**src/rtl/cart_loader.sv**
```systemverilog
// cart_loader: byte-stream loader for the 32 KB cartridge BRAM.
// Frame format: SYNC_BYTE, len[15:8], len[7:0], then len data bytes
// (plus one trailing checksum byte when CART_LOADER_CHECKSUM_EN is defined).
// Each data byte is written to the BRAM one cycle after it is received.
// cpu_hold keeps the GBC core in reset until a complete, valid image is in place.
//
// Handshake: rx_valid is a one-cycle strobe qualifying rx_data; there is no
// back-pressure, so every strobe is consumed and one strobe per cycle is
// sustained. wea is a single-cycle write strobe qualifying addra/dina.
//
// Optional feature macro: CART_LOADER_CHECKSUM_EN (adds the CHECK state and
// the 8-bit mod-256 sum accumulator).
module cart_loader #(
  parameter int          MAX_BYTES      = 32768,
  parameter logic [7:0]  SYNC_BYTE      = 8'hA5,
  parameter int          TIMEOUT_CYCLES = 1000000
) (
  input  logic        clka,
  input  logic        rsta,
  input  logic [7:0]  rx_data,
  input  logic        rx_valid,
  output logic        wea,
  output logic [14:0] addra,
  output logic [7:0]  dina,
  output logic        busy,
  output logic        done,
  output logic        error,
  output logic        cpu_hold,
  output logic [2:0]  dbg_state
);

  localparam int              TW       = $clog2(TIMEOUT_CYCLES + 1);
  localparam logic [TW-1:0]   TMO_LAST = TW'(TIMEOUT_CYCLES - 1);
  localparam logic [16:0]     MAX_LEN  = 17'(MAX_BYTES);

  typedef enum logic [2:0] {
    S_IDLE   = 3'd0,
    S_LEN_HI = 3'd1,
    S_LEN_LO = 3'd2,
    S_DATA   = 3'd3,
`ifdef CART_LOADER_CHECKSUM_EN
    S_CHECK  = 3'd4,
`endif
    S_DONE   = 3'd5,
    S_ERR    = 3'd6
  } state_t;

  state_t         state_q;
  logic [15:0]    len_q;
  logic [14:0]    cnt_q;
  logic [TW-1:0]  tmo_q;
  logic           wea_q;
  logic [14:0]    addra_q;
  logic [7:0]     dina_q;
  logic           busy_q;
  logic           done_q;
  logic           error_q;
  logic           hold_q;
`ifdef CART_LOADER_CHECKSUM_EN
  logic [7:0]     sum_q;
  logic [7:0]     sum_d;
`endif

  logic [15:0]    len_d;
  logic           len_bad;
  logic           last_byte;
  logic           in_frame;
  logic           tmo_hit;

  // Length as it will be once the low byte is latched, and its validity.
  assign len_d   = {len_q[15:8], rx_data};
  assign len_bad = (len_d == 16'd0) || ({1'b0, len_d} > MAX_LEN);

  // The byte being accepted in DATA is the final one of the image.
  assign last_byte = ({1'b0, cnt_q} == (len_q - 16'd1));

`ifdef CART_LOADER_CHECKSUM_EN
  assign sum_d = sum_q + rx_data;
  assign in_frame = (state_q == S_LEN_HI) || (state_q == S_LEN_LO) ||
                    (state_q == S_DATA)   || (state_q == S_CHECK);
`else
  assign in_frame = (state_q == S_LEN_HI) || (state_q == S_LEN_LO) ||
                    (state_q == S_DATA);
`endif

  // Inter-byte silence has lasted TIMEOUT_CYCLES clocks on this edge.
  assign tmo_hit = in_frame && !rx_valid && (tmo_q == TMO_LAST);

  // Frame FSM with registered BRAM write port and status outputs.
  always_ff @(posedge clka) begin
    if (rsta) begin
      state_q <= S_IDLE;
      len_q   <= '0;
      cnt_q   <= '0;
      tmo_q   <= '0;
      wea_q   <= 1'b0;
      addra_q <= '0;
      dina_q  <= '0;
      busy_q  <= 1'b0;
      done_q  <= 1'b0;
      error_q <= 1'b0;
      hold_q  <= 1'b1;
`ifdef CART_LOADER_CHECKSUM_EN
      sum_q   <= '0;
`endif
    end else begin
      wea_q <= 1'b0;

      // Idle counter only runs inside a frame and restarts on every byte.
      if (rx_valid || !in_frame) begin
        tmo_q <= '0;
      end else begin
        tmo_q <= tmo_q + 1'b1;
      end

      if (tmo_hit) begin
        state_q <= S_ERR;
        busy_q  <= 1'b0;
        error_q <= 1'b1;
      end else if (rx_valid) begin
        case (state_q)
          S_IDLE, S_DONE, S_ERR: begin
            if (rx_data == SYNC_BYTE) begin
              state_q <= S_LEN_HI;
              busy_q  <= 1'b1;
              done_q  <= 1'b0;
              error_q <= 1'b0;
              hold_q  <= 1'b1;
            end
          end
          S_LEN_HI: begin
            len_q[15:8] <= rx_data;
            state_q     <= S_LEN_LO;
          end
          S_LEN_LO: begin
            len_q[7:0] <= rx_data;
            cnt_q      <= '0;
`ifdef CART_LOADER_CHECKSUM_EN
            sum_q      <= '0;
`endif
            if (len_bad) begin
              state_q <= S_ERR;
              busy_q  <= 1'b0;
              error_q <= 1'b1;
            end else begin
              state_q <= S_DATA;
            end
          end
          S_DATA: begin
            wea_q   <= 1'b1;
            addra_q <= cnt_q;
            dina_q  <= rx_data;
            cnt_q   <= cnt_q + 1'b1;
`ifdef CART_LOADER_CHECKSUM_EN
            sum_q   <= sum_d;
            if (last_byte) begin
              state_q <= S_CHECK;
            end
`else
            if (last_byte) begin
              state_q <= S_DONE;
              busy_q  <= 1'b0;
              done_q  <= 1'b1;
              hold_q  <= 1'b0;
            end
`endif
          end
`ifdef CART_LOADER_CHECKSUM_EN
          S_CHECK: begin
            // Checksum byte is compared only; it never reaches the BRAM.
            if (rx_data == sum_q) begin
              state_q <= S_DONE;
              busy_q  <= 1'b0;
              done_q  <= 1'b1;
              hold_q  <= 1'b0;
            end else begin
              state_q <= S_ERR;
              busy_q  <= 1'b0;
              error_q <= 1'b1;
            end
          end
`endif
          default: begin
            state_q <= S_IDLE;
            busy_q  <= 1'b0;
          end
        endcase
      end
    end
  end

  assign wea       = wea_q;
  assign addra     = addra_q;
  assign dina      = dina_q;
  assign busy      = busy_q;
  assign done      = done_q;
  assign error     = error_q;
  assign cpu_hold  = hold_q;
  assign dbg_state = state_q;

endmodule
```
**config.mk**
```make
export PLATFORM = sky130hd
export DESIGN_NAME = cart_loader
export DESIGN_NICKNAME = d
export VERILOG_FILES = /design/src/rtl/cart_loader.sv
export SDC_FILE = /design/constraint.sdc
export NUM_CORES = 1
export LEC_CHECK = 0
export CAP_MARGIN = 15
export CORE_MARGIN = 5
export CORE_UTILIZATION = 47
export CTS_CLUSTER_SIZE = 25
export DETAILED_ROUTE_END_ITERATION = 12
export PLACE_DENSITY = 0.68
export SLEW_MARGIN = 15
export SYNTH_ARGS = -nofsm -noshare
export SYNTH_HDL_FRONTEND = slang
export SYNTH_SLANG_ARGS = --single-unit
```
**constraint.sdc**
```tcl
create_clock -name clka -period 3.1 [get_ports clka]
set_clock_uncertainty 0.2 [all_clocks]
set_input_delay 0.62 -clock clka [delete_from_list [all_inputs] [get_ports clka]]
set_output_delay 0.62 -clock clka [all_outputs]
set_load 0.05 [all_outputs]
```
### After elaboration in Yosys (flattened, before gate mapping)

Cells that the tools add are included.

| storage, ports and cells | value |
|---|---|
| output and inout port bits | 31 |
| flip-flop bits (word level) | 82 |
| logic and storage cells | 81 |
| bits of input ports | 11 |

| operators by class | value |
|---|---|
| reductions and logical operators | 27 |
| multiplexer cells | 20 |
| $add $sub $neg | 3 |
| order comparisons | 1 |
| bitwise logic cells | 3 |
| equal/unequal tests | 14 |

Operators with widths:

| operator | count |
|---|---|
| $pmux 15 s2 | 1 |
| $add 20x1->20 const B | 1 |
| $eq 20x20->1 const B | 1 |
| $reduce_and 3->1 | 6 |
| $eq 15x16->1 | 1 |
| $gt 16x16->1 const B | 1 |
| $logic_not 16->1 | 1 |
| $sub 16x1->16 const B | 1 |
| $add 15x1->15 const B | 1 |
| $mux 3 | 5 |
| $pmux 3 s4 | 1 |
| $reduce_and 5->1 | 2 |
| $mux 1 | 9 |
| $ne 3x3->1 const B | 3 |
| $eq 8x8->1 const B | 1 |
| $eq 3x2->1 const B | 2 |
| $eq 3x3->1 const B | 2 |
| $ne 2x2->1 const B | 3 |
| $pmux 1 s2 | 3 |
| $reduce_bool 2->1 | 3 |
| $reduce_or 3->1 | 2 |
| $logic_or 1x1->1 | 4 |
| $pmux 1 s4 | 1 |
| $reduce_and 4->1 | 1 |
| 7 further kinds | 12 |

### Logic depth before layout (Yosys ltp)

Gate-level depths: netlist (run 1).

| logic depth | value |
|---|---|
| depth in word-level cells | 7 |
| depth in mapped cells | 11 |
| gate-level depth less buffers | 9 |

### Least setup slack after synthesis (run 1)

No wires, ideal clock.

| timing path | value |
|---|---|
| kind | register to register |
| start | register len_q[8] |
| end | register state_q[0], in the netlist dbg_state[0] |
| path slack | 479 ps |
| data required time | 2842 ps |
| stages on the path, launching flop included | 8 |
| clock period less this slack | 2621 ps |
| path buffers | 0 |
| library setup time | 58 ps |
| data arrival time | 2363 ps |
| path through | dfxtp_1 > or4_4 > or3_1 > or4_4 > xnor2_2 > o21a_2 > nor4_1 > o21ba_1 |

| between the ends | value |
|---|---|
| word-level cells in the longest chain between the ends | 4 |
| elaborated cells between the ends (all ways) | 9 |
| classes of those cells | add/sub (1); order compare (1); eq/ne (2); mux (2); reduce/logical (3) |

Ends and longest elaborated chain:

| item | RTL line | text |
|---|---|---|
| start: declaration | 49 | `logic [15:0] len_q;` |
| start signal: assignment | 132 | `len_q[15:8] <= rx_data;` |
| $sub 16x1->16 (tied with other cells) | 75 | `assign last_byte = ({1'b0, cnt_q} == (len_q - 16'd1));` |
| $eq 15x16->1 / $logic_or 1x1->1 (equally long branches) | 75, 72 |  |
| $ne 2x2->1 (no line) / $mux 3 (equally long branches) | n/a |  |
| $reduce_and 3->1 (no line) / $pmux 3 s4 (equally long branches) | n/a |  |
| end signal: assignment | 92 | `state_q <= S_IDLE;` |
| end signal: assignment | 117 | `state_q <= S_ERR;` |
| end signal: assignment | 124 | `state_q <= S_LEN_HI;` |
| end: declaration | 48 | `state_t state_q;` |

Parallel ways exist; a longest one is shown, timed or not.
A chain may end at the register's enable or synchronous reset.

### Final worst setup path (run 1)

| timing path | value |
|---|---|
| start | register len_q[8] |
| end | register busy_q, in the netlist busy |

| between the ends | value |
|---|---|
| word-level cells in the longest chain between the ends | 4 |
| elaborated cells between the ends (all ways) | 8 |
| classes of those cells | add/sub (1); order compare (1); eq/ne (3); reduce/logical (3) |

Ends and longest elaborated chain:

| item | RTL line | text |
|---|---|---|
| $sub 16x1->16 (tied with other cells) | 75 |  |
| $eq 15x16->1 / $logic_or 1x1->1 (equally long branches) | 75, 72 |  |
| $ne 2x2->1 (no line) | n/a |  |
| $reduce_and 5->1 (no line) * | n/a |  |
| end signal: assignment | 99 | `busy_q <= 1'b0;` |
| end signal: assignment | 118 | `busy_q <= 1'b0;` |
| end signal: assignment | 125 | `busy_q <= 1'b1;` |
| end: declaration | 55 | `logic busy_q;` |

Mark *: on every way between the ends. The rest lies on a longest branch, timed or not.

==> metrics.txt, run 1 <==
CP Max Fanout=5; deepest clock path buffer count=2; power per cell area=472 nW/um^2; Psw=640 uW; Core ar.=8220 sq um; drt total wl=9060 um; Top Usage Layer GRT=met2; slew margin rel.=51.0%; Worst Tran Pin Value=0.735 ns; routing usage on met2=29.5%; maximum clock frequency=347 MHz; WL/cell=14.1 um; insertion delay to the later sink of the worst-skew pair=0.35 ns; die area=10400 sq um; Crit. End Element=register; Final setup viols=0; RSZ-0062 raised after global routing=false; Die Wd=102 um; vias=3486; worst IR drop on VDD=0.234 mV; Overall Power=2240 uW; share of layout cells above drive strength 1=9.12%; Int Pwr=1600 uW; initial antenna violation count=0; final setup margin=0.215 ns; DR vias/cell=5.43; Worst Hold Class=register to register; CP arrival=2.97 ns; Reg clk slew, reported paths=0.08 ns; largest net degree at the start of global routing=34; sequential fraction of the synthesis area=41.3%; initial DRC count=134; post-DP HPWL=6700 um; row count=33; synthesized netlist cell count=486; First-pass DRT Iterations=4; I/O pins=42; pre-CTS WS=-0.0770 ns; Leak=0.00174 uW; Synth warnings=0; most frequent cells in the layout=83 x nand2_1, 82 x dfxtp_1, 61 x nor2_1, 41 x a21oi_1, 40 x clkdlybuf4s50_1; Switching Fraction=28.6%; global-route wire length before repair=15300 um; CTS tree=built; post-CTS setup buffer count=0; Die Height=102 um; number of global-route vias before repair=3267; clk sinks=82; clock network fraction of total power=32.6%; drt drc=0; Synth Net Count=500; CTS Root Buffer Type=clkbuf_8; Filler Cells Inserted=759; final hold vios=0; run status=finished clean; Final min period=2.88 ns; Max Cap Violations=0; Final Net Count=546; sequential share of power=49.3%; Post-Syn Area=3980 sq um; startpoint types=register; grt met3 use=4.23%; global route total overflow=0; Layout area overhead=19.2%; Seq cells post-synth=82; M1 GR Usage=24.3%; DRT antenna net count=0; hold buffers post-CTS=0; IO Port Bufs=41; final slew viol count=0; commonest non-fill, non-tap cell in the layout=nand2_1; # diodes=0; CTS buffer count=9; CP required=3.18 ns; Tcrit/Tclk final=93.1%; Post-CTS Resized=0; Initial Util=48.4%; CP Class=register to register; Comb pwr share=18.1%; syn_area_per_cell=8.18 sq um; synth unique cells=56; RePlAce Congestion=0.866; H-tree lvl count=3; GRT Total Usage=18.3%
## logic make-up after synthesis
logic type	after synthesis	synth area share, %
AO/OA/AOI/OAI	70	10.6
XOR/XNOR	54	12.1
adder cells (fa/ha/maj)	3	0.944
buffers and inverters	33	3.43
flip-flops	82	41.3
multiplexers	11	2.77
AND/OR/NAND/NOR	233	28.9
## per-stage QoR
stage | std cells | area (sq um) | util [%] | setup TNS (ns) | hold slack [ns]
finish | 642 | 4740 | 57.7 | 0 | 0.253
global route | 642 | 4740 | 57.7 | 0 | 0.278
CTS | 642 | 4740 | 57.7 | 0 | 0.256
detailed placement | 626 | 4550 | 55.4 | -0.0991 | 0.245
global placement | 626 | 4550 | 55.4 | -0.0487 | 0.232
floorplan | 486 | 3980 | - | 0 | 0.218
## flip-flops by register name, summed over array words and instances (netlist names)
register,flops
tmo_q,20
len_q,16
addra,15
cnt_q,15
dina,8
dbg_state,3
busy,1
cpu_hold,1
done,1
error,1
wea,1
## synth_stat cells (all sizes together)
cell      n  area, sq um
ha        3         37.5
inv       7         26.3
nand2    83          312
o21a      2         16.3
clkbuf   19         71.3
and2      2         12.5
o31ai     1         7.51
nor2b     6         37.5
mux2i    11          110
a311oi    1         8.76
or4b      2         20.0
a221oi    1         8.76
o211ai    3         22.5
a21oi    41          205
nand3    15         80.1
or3       1         6.26
o21bai    1         7.51
nor2     61          229
nand2b    6         37.5
nor4      9         83.8
clkinv    1         3.75
a2111oi   1         8.76
nor4bb    1         10.0
and4      1         8.76
o311ai    1         8.76
dfxtp    82         1640
xnor2    23          209
a21o      1         7.51
a31o      1         8.76
nor3b     1         7.51
nand4    12         75.1
a41oi     1         8.76
xor2     31          272
a22oi     1         7.51
a31oi     3         18.8
nor3      7         40.0
o211a     1         10.0
o21ai     9         56.3
or4       7         63.8
buf       6         35.0
o21ba     1         10.0
and3b     1         8.76
nand3b    2         15.0
and3     16          100
## critical path, cell delays in order, from the launching register on
cell      delay, ns
dfxtp_1        0.37
or4_4          0.57
or3_1          0.36
or4_4          0.51
xnor2_2        0.19
a221oi_1       0.30
o211ai_1       0.14
a21oi_1        0.18
## power groups by stage
stage	clock network, uW	logic (uW)	registers [uW]
after floorplan	0	269	1140
after global placement	0	395	1130
after detailed placement	0	403	1130
after CTS	746	405	1100
after global routing	790	439	1110
final	730	405	1100
## cell type report
| cell class | instances | area, sq um | area share, % |
|---|---|---|---|
| Clock inverter | 4 | 25.0 | 0.528 |
| Clock buffer | 12 | 165 | 3.49 |
| Tap cell | 105 | 131 | 2.77 |
| Sequential cell | 82 | 1640 | 34.6 |
| Timing Repair Buffer | 60 | 548 | 11.6 |
| Multi-Input combinational cell | 371 | 2200 | 46.4 |
| Inverter | 8 | 30.0 | 0.634 |
## final timing paths
kind | start | endpoint | slack [ns] | cells past startpoint
worst max-delay path | len_q[8] | busy | 0.22 | 7
worst min-delay path | dina[0] | dina[0] | 0.25 | 2
worst max register to register | len_q[8] | busy | 0.22 | 7
worst min register to register | dina[0] | dina[0] | 0.25 | 2
## routing by layer
metal	vias up	wire length, um
li1	1753	-
met1	1636	4390
met2	86	4140
met3	11	411
met4	0	125
met5	-	0
No activity file was read; power rests on OpenSTA's default activity.
==> run 2: changes to the inputs <==
==> constraint.sdc (replaced) <==
create_clock -name clka -period 3.4 [get_ports clka]
set_clock_uncertainty 0.2 [all_clocks]
set_input_delay 0.68 -clock clka [delete_from_list [all_inputs] [get_ports clka]]
set_output_delay 0.68 -clock clka [all_outputs]
set_load 0.05 [all_outputs]
==> run 2 against run 1 <==
Compared with the run above: critical path depth is 1 higher; die area stayed put; sequential share of layout area is 0.65 points higher; count of clock-buffer cells in the layout is 3 lower; via count is 3.5% lower; hold slack better by 0.0020 ns; worst setup slack better by 0.23 ns; largest cell class unchanged; largest power group unchanged.
==> metrics.txt, run 2 (synthesized netlist as in run 1, its figures left out) <==
final slew viol count=0 (unchanged); CP delay by family, top=simple AND/OR/NAND/NOR gates; # diodes=0 (unchanged); CTS buffer count=9 (unchanged); setup TNS=0 ns (unchanged); post-CTS setup buffer count=0 (unchanged); Worst Hold Class=register to register; Int Pwr=1460 uW (-8.4%); cells on worst reg2reg path=7 (unchanged); flop2flop setup slack=0.51 ns (+0.29 ns); delay of the slowest cell on the worst path=0.59 ns (+0.02 ns); deepest clock path buffer count=2 (unchanged); CP arrival=3.06 ns (+0.09 ns); maximum clock frequency=338 MHz; global route total overflow=0 (unchanged); power per cell area=446 nW/um^2 (-5.5%); RSZ-0062 raised after global routing=false; commonest non-fill, non-tap cell in the layout=nand2_1; sequential share of power=48.8% (-0.5 points); CTS tree=built; DR vias/cell=5.35 (-1.5%); Tcrit/Tclk final=87.0%; Max Cap Violations=0 (unchanged); clk sinks=82 (unchanged); Reg clk slew, reported paths=0.09 ns (about the same); global-route wire length before repair=15200 um (-1.2%); initial DRC count=120 (-10%); largest net degree at the start of global routing=46 (+35%); slew margin rel.=49.1% (-1.9 points); hold path endpoint=tmo_q[0]; I/O pins=42 (unchanged); Layout area overhead=17.0%; Overall Power=2080 uW (-7.3%); number of placed instances with taps included=613 (-2.1%); First-pass DRT Iterations=4 (unchanged); H-tree lvl count=3 (unchanged); initial antenna violation count=0 (unchanged); Core ar.=8220 sq um (unchanged); Worst Tran Pin Value=0.763 ns (+0.0285 ns); Finished Cell Area=4650 sq um (-1.8%); worst r2r src=len_q[6]; drt total wl=9150 um (+0.98%); drt drc=0 (unchanged); CP Class=input port to register; share of layout cells above drive strength 1=6.87% (-2.3 points); WL/cell=14.5 um (+3.1%); CP startpoint=rx_data[4]; top flop regs=tmo_q (20), len_q (16); row count=33 (unchanged); max reg flops=20 (unchanged); GRT Total Usage=18.3% (-0.063 points); worst flop-to-flop path endpoint=dbg_state[2]; Comb pwr share=16.3% (-1.8 points); clock network fraction of total power=34.9% (+2.3 points); min-delay src=tmo_q[0]; Die Height=102 um (unchanged); WP buf/inv=1 (+1); startpoint types=input port; non-filler cells, final=629 (-2.0%); Final Net Count=533 (-2.4%); Leak=0.00167 uW (-3.6%); Switching Fraction=29.5% (+0.89 points); CTS Root Buffer Type=clkbuf_8; hold buffers post-CTS=0 (unchanged); CP required=3.51 ns (+0.33 ns); worst IR drop on VDD=0.202 mV (-14%); WHS Path Cells=1 (-1); Final min period=2.96 ns; critical path cell sequence=clkdlybuf4s50_1, or4_1, nor2_1, o21ai_4, nor4_1, nand4_1, o21ai_1, a31o_1; insertion delay to the later sink of the worst-skew pair=0.36 ns (about the same); Crit. End Element=register; Psw=612 uW (-4.4%); die area=10400 sq um (unchanged); IO Port Bufs=41 (unchanged); CP max-delay cell=or4_1; vias=3364 (-3.5%); Post-CTS Resized=0 (unchanged); post-DP HPWL=6620 um (-1.3%); DRT antenna net count=0 (unchanged); most frequent cells in the layout=83 x nand2_1, 82 x dfxtp_1, 61 x nor2_1, 41 x a21oi_1, 40 x clkdlybuf4s50_1; run status=finished clean; Final setup viols=0 (unchanged); Initial Util=48.4% (unchanged); Placed Area=4450 sq um (-2.1%); number of global-route vias before repair=3201 (-2.0%); CP Max Fanout=4 (-1); RePlAce Congestion=0.867 (about the same); Die Wd=102 um (unchanged); final hold vios=0 (unchanged); Reg with most FFs=tmo_q
[run 2: cell types whose count changed in the layout (fill, tap and decap cells not counted)]
cell | previous run | this run
buf_4 | 19 | 6
clkbuf_8 | 12 | 9
inv_6 | 0 | 3
bufinv_16 | 0 | 1
clkinv_2 | 2 | 1
[run 2: worst max path at each step]
stage                   end  slack, ns  cells after the start
2_1_floorplan  dbg_state[0]       0.74                      6
3_3_place_gp   dbg_state[0]       0.18                      7
3_5_place_dp           busy       0.10                      7
4_1_cts        dbg_state[2]       0.49                      8
5_1_grt        dbg_state[2]       0.27                      8
6_report       dbg_state[2]       0.44                      8
[run 2: area by class of cell]
| type | count | area [sq um] |
|---|---|---|
| clock inverter | 7 | 76.3 |
| timing repair buffer | 47 | 450 |
| multi-input combinational | 371 | 2200 |
| clock buffer | 9 | 124 |
| fill | 779 | 3570 |
| tap | 105 | 131 |
| sequential | 82 | 1640 |
| inverter | 8 | 30.0 |
[run 2: power by group through the flow]
stage	Clock [uW]	Sequential, uW	Combinational [uW]
floorplan	0	1040	245
global placement	0	1030	333
detailed placement	0	1030	338
CTS	738	1010	340
global route	782	1020	369
finish	725	1010	339
[run 2: stage by stage]
| step | hold slack (ns) | worst slack (ns) | utilization, % |
|---|---|---|---|
| detailed placement | 0.246 | 0.103 | 54.2 |
| global placement | 0.232 | 0.176 | 54.2 |
| floorplan | 0.218 | 0.742 | - |
| finish | 0.255 | 0.442 | 56.6 |
| CTS | 0.262 | 0.493 | 56.6 |
| global route | 0.276 | 0.268 | 56.6 |
[run 2: routing by layer]
| metal | global-route usage (%) | wire (um) | up-vias |
|---|---|---|---|
| li1 | - | - | 1727 |
| met5 | 0 | 0 | - |
| met1 | 24.3 | 4460 | 1560 |
| met3 | 3.41 | 407 | 15 |
| met2 | 28.5 | 4080 | 62 |
| met4 | 8.88 | 202 | 0 |
==> run 3: changes to the inputs <==
--- a/config.mk
+++ b/config.mk
@@ -5,7 +5,7 @@
 export SDC_FILE = /design/constraint.sdc
 export NUM_CORES = 1
 export LEC_CHECK = 0
-export CAP_MARGIN = 15
+export CAP_MARGIN = 20
 export CORE_MARGIN = 5
 export CORE_UTILIZATION = 47
 export CTS_CLUSTER_SIZE = 25
==> results of run 3 <==
Final layout, timing and power as in run 2 (identical DEF).
